## src/rtl/seg7_pkg.sv

```systemverilog
// seg7_pkg: shared 7-segment definitions for the display driver and reader.
//   seg7_t      7-bit active-low segment pattern, bit6=a ... bit0=g
//   SEG7_BLANK  all segments off
//   SEG7_TABLE  pattern for each hex digit 0..F
package seg7_pkg;
    typedef logic [6:0] seg7_t;
    localparam seg7_t SEG7_BLANK = 7'h7F;
    localparam seg7_t SEG7_TABLE [16] = '{
        7'h01, 7'h4F, 7'h12, 7'h06, 7'h4C, 7'h24, 7'h20, 7'h0F,
        7'h00, 7'h04, 7'h02, 7'h60, 7'h31, 7'h42, 7'h30, 7'h38
    };
endpackage

```

## src/rtl/seg7_pattern_decode.sv

```systemverilog
// seg7_pattern_decode: combinational segment pattern to hex digit lookup.
//   pattern  in   7  active-low segment pattern
//   legal    out  1  pattern matches a table entry
//   digit    out  4  matched digit (0 when not legal)
module seg7_pattern_decode
    import seg7_pkg::*;
(
    input  seg7_t       pattern,
    output logic        legal,
    output logic [3:0]  digit
);
    always_comb begin
        legal = 1'b0;
        digit = 4'd0;
        for (int i = 0; i < 16; i++) begin
            if (pattern == SEG7_TABLE[i]) begin
                legal = 1'b1;
                digit = 4'(i);
            end
        end
    end
endmodule

```

## src/rtl/seg7_digit_reader.sv

```systemverilog
// seg7_digit_reader: filters a 7-segment bus, decodes it and classifies digit changes.
//   clk, rst                    clock; synchronous active-high reset
//   seg_in       in   7         asynchronous active-low segment bus
//   digit        out  4         last accepted legal digit
//   digit_valid  out  1         last accepted pattern was legal
//   step_up      out  1         pulse: digit == prev+1 mod 16
//   step_down    out  1         pulse: digit == prev-1 mod 16
//   wrap         out  1         pulse with a step crossing 15<->0
//   jump_err     out  1         pulse: legal change that is not +-1
//   illegal_err  out  1         pulse: accepted pattern not decodable
//   net_count    out  CNT_W     up steps minus down steps, modulo 2**CNT_W
//   err_count    out  8         saturating error count, built only with
//                               SEG7_READER_ERRCNT_EN, otherwise tied to 0
module seg7_digit_reader
    import seg7_pkg::*;
#(
    parameter int STABLE_CYCLES = 4,
    parameter int CNT_W         = 8
) (
    input  logic             clk,
    input  logic             rst,
    input  seg7_t            seg_in,
    output logic [3:0]       digit,
    output logic             digit_valid,
    output logic             step_up,
    output logic             step_down,
    output logic             wrap,
    output logic             jump_err,
    output logic             illegal_err,
    output logic [CNT_W-1:0] net_count,
    output logic [7:0]       err_count
);
    localparam int CW = $clog2(STABLE_CYCLES + 1);
    localparam logic [CW-1:0] CMAX = CW'(STABLE_CYCLES);

    seg7_t s1, s2, cand;
    logic [CW-1:0] cnt;
    logic [3:0] prev, dec_digit;
    logic have_prev, dec_legal, accept, is_up, is_down, is_jump;

    seg7_pattern_decode u_dec (
        .pattern (cand),
        .legal   (dec_legal),
        .digit   (dec_digit)
    );

    // Acceptance is the edge on which cnt reaches CMAX; cnt parks there so a
    // stable value fires only once.
    always_comb begin
        accept  = (s2 == cand) && (cnt == CMAX - 1'b1);
        is_up   = have_prev && (dec_digit == prev + 4'd1);
        is_down = have_prev && (dec_digit == prev - 4'd1) && !is_up;
        is_jump = have_prev && (dec_digit != prev) && !is_up && !is_down;
    end

    always_ff @(posedge clk) begin
        if (rst) begin
            s1          <= SEG7_BLANK;
            s2          <= SEG7_BLANK;
            cand        <= SEG7_BLANK;
            cnt         <= CMAX;
            prev        <= 4'd0;
            have_prev   <= 1'b0;
            digit       <= 4'd0;
            digit_valid <= 1'b0;
            step_up     <= 1'b0;
            step_down   <= 1'b0;
            wrap        <= 1'b0;
            jump_err    <= 1'b0;
            illegal_err <= 1'b0;
            net_count   <= '0;
        end else begin
            s1          <= seg_in;
            s2          <= s1;
            step_up     <= 1'b0;
            step_down   <= 1'b0;
            wrap        <= 1'b0;
            jump_err    <= 1'b0;
            illegal_err <= 1'b0;
            if (s2 != cand) begin
                cand <= s2;
                cnt  <= '0;
            end else if (cnt < CMAX) begin
                cnt <= cnt + 1'b1;
            end
            if (accept && dec_legal) begin
                digit       <= dec_digit;
                digit_valid <= 1'b1;
                step_up     <= is_up;
                step_down   <= is_down;
                jump_err    <= is_jump;
                wrap        <= (is_up && prev == 4'hF) || (is_down && prev == 4'h0);
                net_count   <= is_up ? net_count + CNT_W'(1) : is_down ? net_count - CNT_W'(1) : net_count;
                prev        <= dec_digit;
                have_prev   <= 1'b1;
            end else if (accept) begin
                illegal_err <= 1'b1;
                digit_valid <= 1'b0;
                have_prev   <= 1'b0;
            end
        end
    end

`ifdef SEG7_READER_ERRCNT_EN
    always_ff @(posedge clk) begin
        if (rst)
            err_count <= 8'd0;
        else if ((jump_err || illegal_err) && err_count != 8'hFF)
            err_count <= err_count + 8'd1;
    end
`else
    assign err_count = 8'd0;
`endif
endmodule

```

## config.mk

```make
export PLATFORM = sky130hd
export DESIGN_NAME = seg7_digit_reader
export DESIGN_NICKNAME = d
export VERILOG_FILES = /design/src/rtl/seg7_pkg.sv /design/src/rtl/seg7_pattern_decode.sv /design/src/rtl/seg7_digit_reader.sv
export SDC_FILE = /design/constraint.sdc
export NUM_CORES = 1
export LEC_CHECK = 0
export CORE_ASPECT_RATIO = 0.9
export CORE_MARGIN = 2
export CORE_UTILIZATION = 36
export DETAILED_ROUTE_END_ITERATION = 6
export HOLD_SLACK_MARGIN = 0.05
export PLACE_DENSITY = 0.62
export SYNTH_ARGS = -nofsm -noshare
export SYNTH_HDL_FRONTEND = slang
export SYNTH_HIERARCHICAL = 1
export SYNTH_SLANG_ARGS = --single-unit
```

## constraint.sdc

```tcl
create_clock -name clk -period 4.4 [get_ports clk]
set_input_delay 1.1 -clock clk [delete_from_list [all_inputs] [get_ports clk]]
set_output_delay 1.1 -clock clk [all_outputs]
set_load 0.01 [all_outputs]
```

# Word-level counts from Yosys, hierarchy flattened
# Index checks and enable logic that the tools add are counted.
[word_totals]
register_bits = 42
latch_bits = 0
ram_bits = 0
romBits = 0
in_bits = 9
out_inout_bits = 26
n_memories = 0
[op_classes]
add_sub_neg = 5
multipliers = 0
div = 0
order_cmp = 1
eq_ne = 22
shift = 0
muxes = 38
bitwise_logic = 1
reduce_logical = 22
[ops]
columns = ["cell", "n"]
rows = [
  ["$eq A7 B6 Y1 const B", 5],
  ["$mux W4", 8],
  ["$eq A7 B7 Y1 const B", 4],
  ["$mux W1", 20],
  ["$mux W3", 6],
  ["$mux W8", 2],
  ["$eq A7 B3 Y1 const B", 2],
  ["$logic_and A1 B1 Y1", 10],
  ["$add A8 B1 Y8 const B", 1],
  ["$eq A4 B4 Y1", 2],
  ["$sub A8 B1 Y8 const B", 1],
  ["$eq A7 B1 Y1 const B", 1],
  ["$eq A7 B2 Y1 const B", 1],
  ["$eq A7 B4 Y1 const B", 1],
  ["$eq A7 B5 Y1 const B", 1],
  ["$eq A7 B7 Y1", 1],
  ["$logic_not A7 Y1", 1],
  ["$ne A7 B7 Y1", 1],
  ["$reduce_bool A2 Y1", 3],
  ["$reduce_or A2 Y1", 3],
  ["$add A4 B1 Y4 const B", 1],
  ["$eq A4 B4 Y1 const B", 1],
  ["$logic_not A4 Y1", 1],
  ["$mux W2", 2],
  ["other kinds (9)", 10],
]

# Depth between registers and ports, before layout
[depth]
ltp_word = 22
ltp_mapped = 16
mapped_depth_nobuf = 15

# Hierarchy
# The synthesis kept the hierarchy.
[by_module_without_submodules]
columns = ["module", "n_inst", "cells_per_inst", "area_each_um2"]
rows = [
  ["seg7_digit_reader", 1, 198, 1948.1],
  ["seg7_pattern_decode", 1, 55, 346.6],
]

# Worst setup path before layout
# OpenSTA, ideal clock, no wires.
[synth_path]
path_kind = "flip-flop to flip-flop"
start = "register cand[6]"
end = "register net_count[7]"
setup_ns = 0.123
t_arrival_ns = 3.603
required_ns = 4.277
path_slack_ns = 0.674
path_stages_with_launch = 15
path_buffers = 1
cell_sequence = "dfxtp_1 -> buf_2 -> mux2_2 -> o31ai_1 -> xor2_2 -> xnor2_1 -> nor4b_4 -> inv_1 -> ha_1 -> a21o_1 -> a21oi_1 -> a21oi_1 -> o21a_1 -> o21ai_1 -> mux2_1"
[synth_via]
word_cells_on_any_way = 59
[synth_rtl]
columns = ["element", "line_no", "text"]
rows = [
  ["start, declared", "seg7_digit_reader.sv:36", "seg7_t s1, s2, cand;"],
  ["start signal, assigned", "seg7_digit_reader.sv:60", "cand <= SEG7_BLANK;"],
  ["start signal, assigned", "seg7_digit_reader.sv:81", "cand <= s2;"],
  ["$logic_not A7 Y1", "seg7_pattern_decode.sv:16", "if (pattern == SEG7_TABLE[i]) begin"],
  ["$mux W4 (7 in series)", "seg7_pattern_decode.sv:16", ""],
  ["$mux W4 (*)", "seg7_pattern_decode.sv:16", ""],
  ["net dec_digit[3]", "seg7_digit_reader.sv:38", "logic [3:0] prev, dec_digit;"],
  ["$eq A4 B4 Y1", "seg7_digit_reader.sv:51", "is_up = have_prev && (dec_digit == prev + 4'd1);"],
  ["$logic_and A1 B1 Y1", "seg7_digit_reader.sv:51", ""],
  ["$logic_not A1 Y1", "seg7_digit_reader.sv:52", "is_down = have_prev && (dec_digit == prev - 4'd1) && !is_up;"],
  ["$logic_and A1 B1 Y1", "seg7_digit_reader.sv:52", ""],
  ["$reduce_bool A2 Y1 (no line)", "n/a", ""],
  ["$reduce_and A2 Y1 (no line)", "n/a", ""],
  ["end signal, assigned", "seg7_digit_reader.sv:93", "net_count <= is_up ? net_count + CNT_W'(1) : is_down ? net_count - CNT_W'(1) : net_count;"],
  ["end, declared", "seg7_digit_reader.sv:30", "output logic [CNT_W-1:0] net_count,"],
]
# Mark *: on every way through the listed nets, which the timed path passes. The rest lies on a longest branch.
# A chain may end at the register's enable or synchronous reset.

# Worst setup path in the final report
[layout_path]
start = "register cand[1]"
end = "register net_count[7]"
# The elaborated chain is that of the path after synthesis.

==> flow_metrics.env <==
export IMPL_status="complete, no violations"
export IMPL_finalCritPeriodShare_pct=90.02
export IMPL_grt_use_total_pct=13.36
export IMPL_drc=0
export IMPL_whs_ns=0.4149
export IMPL_clkSinkCount=42
export IMPL_n_antenna_cell=0
export IMPL_synth_cell_type_count=55
export IMPL_holdCritStartpoint="s1[6]"
export IMPL_whs_path_depth=1
export IMPL_core_area_um2=6148
export IMPL_rsz0062_at_grt="no"
export IMPL_start_util_pct=37.32
export IMPL_vias_per_cell=4.744
export IMPL_cts_tree="built"
export IMPL_dieArea_um2=7029
export IMPL_nFillCells=646
export IMPL_post_cts_resized=0
export IMPL_final_hold_viol_count=0
export IMPL_drtPass1Iterations=7
export IMPL_worst_path_dominant_cell_family="compound AO/OA/AOI/OAI gates"
export IMPL_rr_endpoint="net_count[7]"
export IMPL_min_to="s2[6]"
export IMPL_slew_violations=0
export IMPL_p_per_area_nw_per_um2=264.0
export IMPL_grt_pass1_wl_um=7514
export IMPL_grt_max_degree=37
export IMPL_ys_ff_latch=42
export IMPL_cp_slowest_cell="dfxtp_2"
export IMPL_place_gp_congestion=0.8765
export IMPL_hp_class="flip-flop to flip-flop"
export IMPL_clk_insertion_delay_late_ns=0.29
export IMPL_setup_viol=0
export IMPL_max_stage_delay_ns=0.47
export IMPL_wl_um=4314
export IMPL_die_w_um=88.16
export IMPL_irDropWorstVdd_mv=0.1556
export IMPL_period_minus_slack_ns=3.961
export IMPL_ys_warn_count=6
export IMPL_cp_max_fo=13
export IMPL_dp_hpwl_um=3104
export IMPL_setup_worst_path_start_class="flip-flop"
export IMPL_post_drt_wl_per_cell_um=11.88
export IMPL_r2r_start="cand[1]"
export IMPL_mappedNetlistArea_um2=2295
export IMPL_antenna_found_initial=0
export IMPL_grt_pass1_vias=1620
export IMPL_cp_num_buf_inv=1
export IMPL_timing_slew_headroom_pct=26.87
export IMPL_clock_root_buffer="clkbuf_8"
export IMPL_ys_top_cells_by_count="42 x dfxtp_1, 21 x or2_2, 20 x nor2_1, 18 x nand2_1, 14 x xor2_1"
export IMPL_cts_hold_buffers=0
export IMPL_ios=35
export IMPL_synth_top_cell_by_area="dfxtp_1"
export IMPL_via_count=1722
export IMPL_synth_area_leaders="dfxtp_1 37%, or2_2 5.7%, ha_1 5.5%, xor2_1 5.3%, nor2_1 3.3%"
export IMPL_yosys_most_used_dff="dfxtp_1"
export IMPL_crit_path_cell_trace="nand2b_1 > mux2_2 > o31ai_1 > xor2_2 > xnor2_1 > nor4b_4 > inv_1 > ha_1 > a21o_1 > a21oi_1 > a21oi_1 > o21a_1 > o21ai_1 > mux2_1"
export IMPL_drive_above_1_share_pct=17.39
export IMPL_crit_type="flip-flop to flip-flop"
export IMPL_path_common_cell="a21oi_1"
export IMPL_overflow=0
export IMPL_arrival_ns=4.15
export IMPL_power_static_leakage_nw=1.063
export IMPL_cts_setup_buffers=0
export IMPL_synth_top_area_share_pct=36.64
export IMPL_first_iter_violations=127
export IMPL_max_freq_mhz=252.5
export IMPL_numCtsBuffers=5
export IMPL_syn_avg_cell_area_um2=9.070
export IMPL_seq_area_frac_synth_pct=36.64
export IMPL_r2r_setup_slack_ns=0.44
export IMPL_finClkSkew_ns=0.006365
export IMPL_worst_pin_slew_ns=1.094
export IMPL_setup_tns_final_ns=0
export IMPL_clk_path_buf_depth=2
export IMPL_required_ns=4.59
export IMPL_fp_row_count=27
export IMPL_synth_edf_count=0
export IMPL_synth_async_sr_flop_share_pct=0
export IMPL_r2r_cells=14
export IMPL_synth_most_common_cell="dfxtp_1"
export IMPL_final_nets=295
export IMPL_max_cap_violations=0
export IMPL_worstSetupEndpointType="flip-flop"
export IMPL_path_clk_slew_ns=0.09
export IMPL_die_h_um=79.74
export IMPL_syn_inst=253
export IMPL_cts_htree_levels=2
export IMPL_ant_nets=0
export IMPL_areaGrowthSynthToFinish_pct=17.01
export IMPL_io_buffer_count=26
layout make-up:
cell class              instances  area (µm²)  share of cell area, %
clock buffers                   5       68.82                  2.563
clock inverters                 3       28.78                  1.072
inverters                       5       18.77                 0.6990
multi-input cells             194        1344                  50.05
flip-flops and latches         42       848.3                  31.59
well taps                      87       108.9                  4.054
repair buffers                 27       267.8                  9.972
metrics by stage:
stage | instance area [µm²] | util (%) | setup WS [ns] | std cells | power [mW]
after CTS | 2676 | 43.53 | 0.3022 | 363 | 0.7201
final | 2685 | 43.67 | 0.4390 | 363 | 0.7087
after global routing | 2685 | 43.67 | 0.05756 | 363 | 0.7423
after global placement | 2579 | 41.94 | 0.4204 | 355 | 0.4453
after detailed placement | 2579 | 41.94 | 0.3428 | 355 | 0.4466
after floorplan | 2321 | - | 0.6741 | 260 | 0.4391
sequential cells by signal (all words and copies together) (netlist names):
register and cells:
cand 7, cnt 3, have_prev 1, illegal_err 1, jump_err 1, net_count 8, prev 4, s1 7
s2 7, step_down 1, step_up 1, wrap 1
cells in the final DEF (no fill, tap or decap), types with 8 or more instances in the layout:
cell             Yosys  layout
nand2_1             18      18
clkdlybuf4s50_1      0      26
ha_1                10      10
xor2_1              14      14
nor3_1               8       8
nor2_1              20      20
or2_2               21      21
dfxtp_1             42      36
a21oi_1             10      10
conb_1               1       8
where the power goes:
group	switching, mW	internal [mW]
clock	0.152	0.119
sequential	0.00917	0.389
combinational	0.0190	0.0205
total	0.180	0.529
worst register-to-register path, stage by stage, from the launching register on:
cell and delay (ns):
dfxtp_2 0.47, nand2b_1 0.15, mux2_2 0.28, o31ai_1 0.40, xor2_2 0.25, xnor2_1 0.17, nor4b_4 0.40, inv_1 0.23
ha_1 0.38, a21o_1 0.19, a21oi_1 0.18, a21oi_1 0.11, o21a_1 0.19, o21ai_1 0.12, mux2_1 0.33
routing by layer:
metal	up-vias	global-route usage [%]	routed length (µm)
li1	894	-	-
met1	792	18.68	2199
met2	32	20.76	1911
met3	4	2.792	149
met4	0	3.788	53
met5	-	0	0
cell families (layout without fill, tap and decap cells):
| logic type | Yosys count | count (layout) | share of synthesized area [%] |
|---|---|---|---|
| DFF | 42 | 42 | 36.64 |
| adders and majority gates | 11 | 11 | 6.325 |
| other | 1 | 8 | 0.1634 |
| xor gates and xnor gates | 22 | 22 | 8.724 |
| AOI/OAI and AO/OA | 35 | 35 | 10.41 |
| muxes | 9 | 9 | 4.035 |
| and+or+nand+nor | 109 | 109 | 27.70 |
| buffers and inverters | 24 | 40 | 5.997 |
how the worst max path moves through the flow:
stage,to,cells after the start,from
finish,net_count[7],14,cand[1]
global route,net_count[7],15,cand[4]
CTS,net_count[7],14,cand[1]
detailed placement,net_count[7],14,cand[1]
global placement,net_count[7],13,cand[6]
floorplan,net_count[7],14,cand[6]
(Power assumes the default switching activity.)
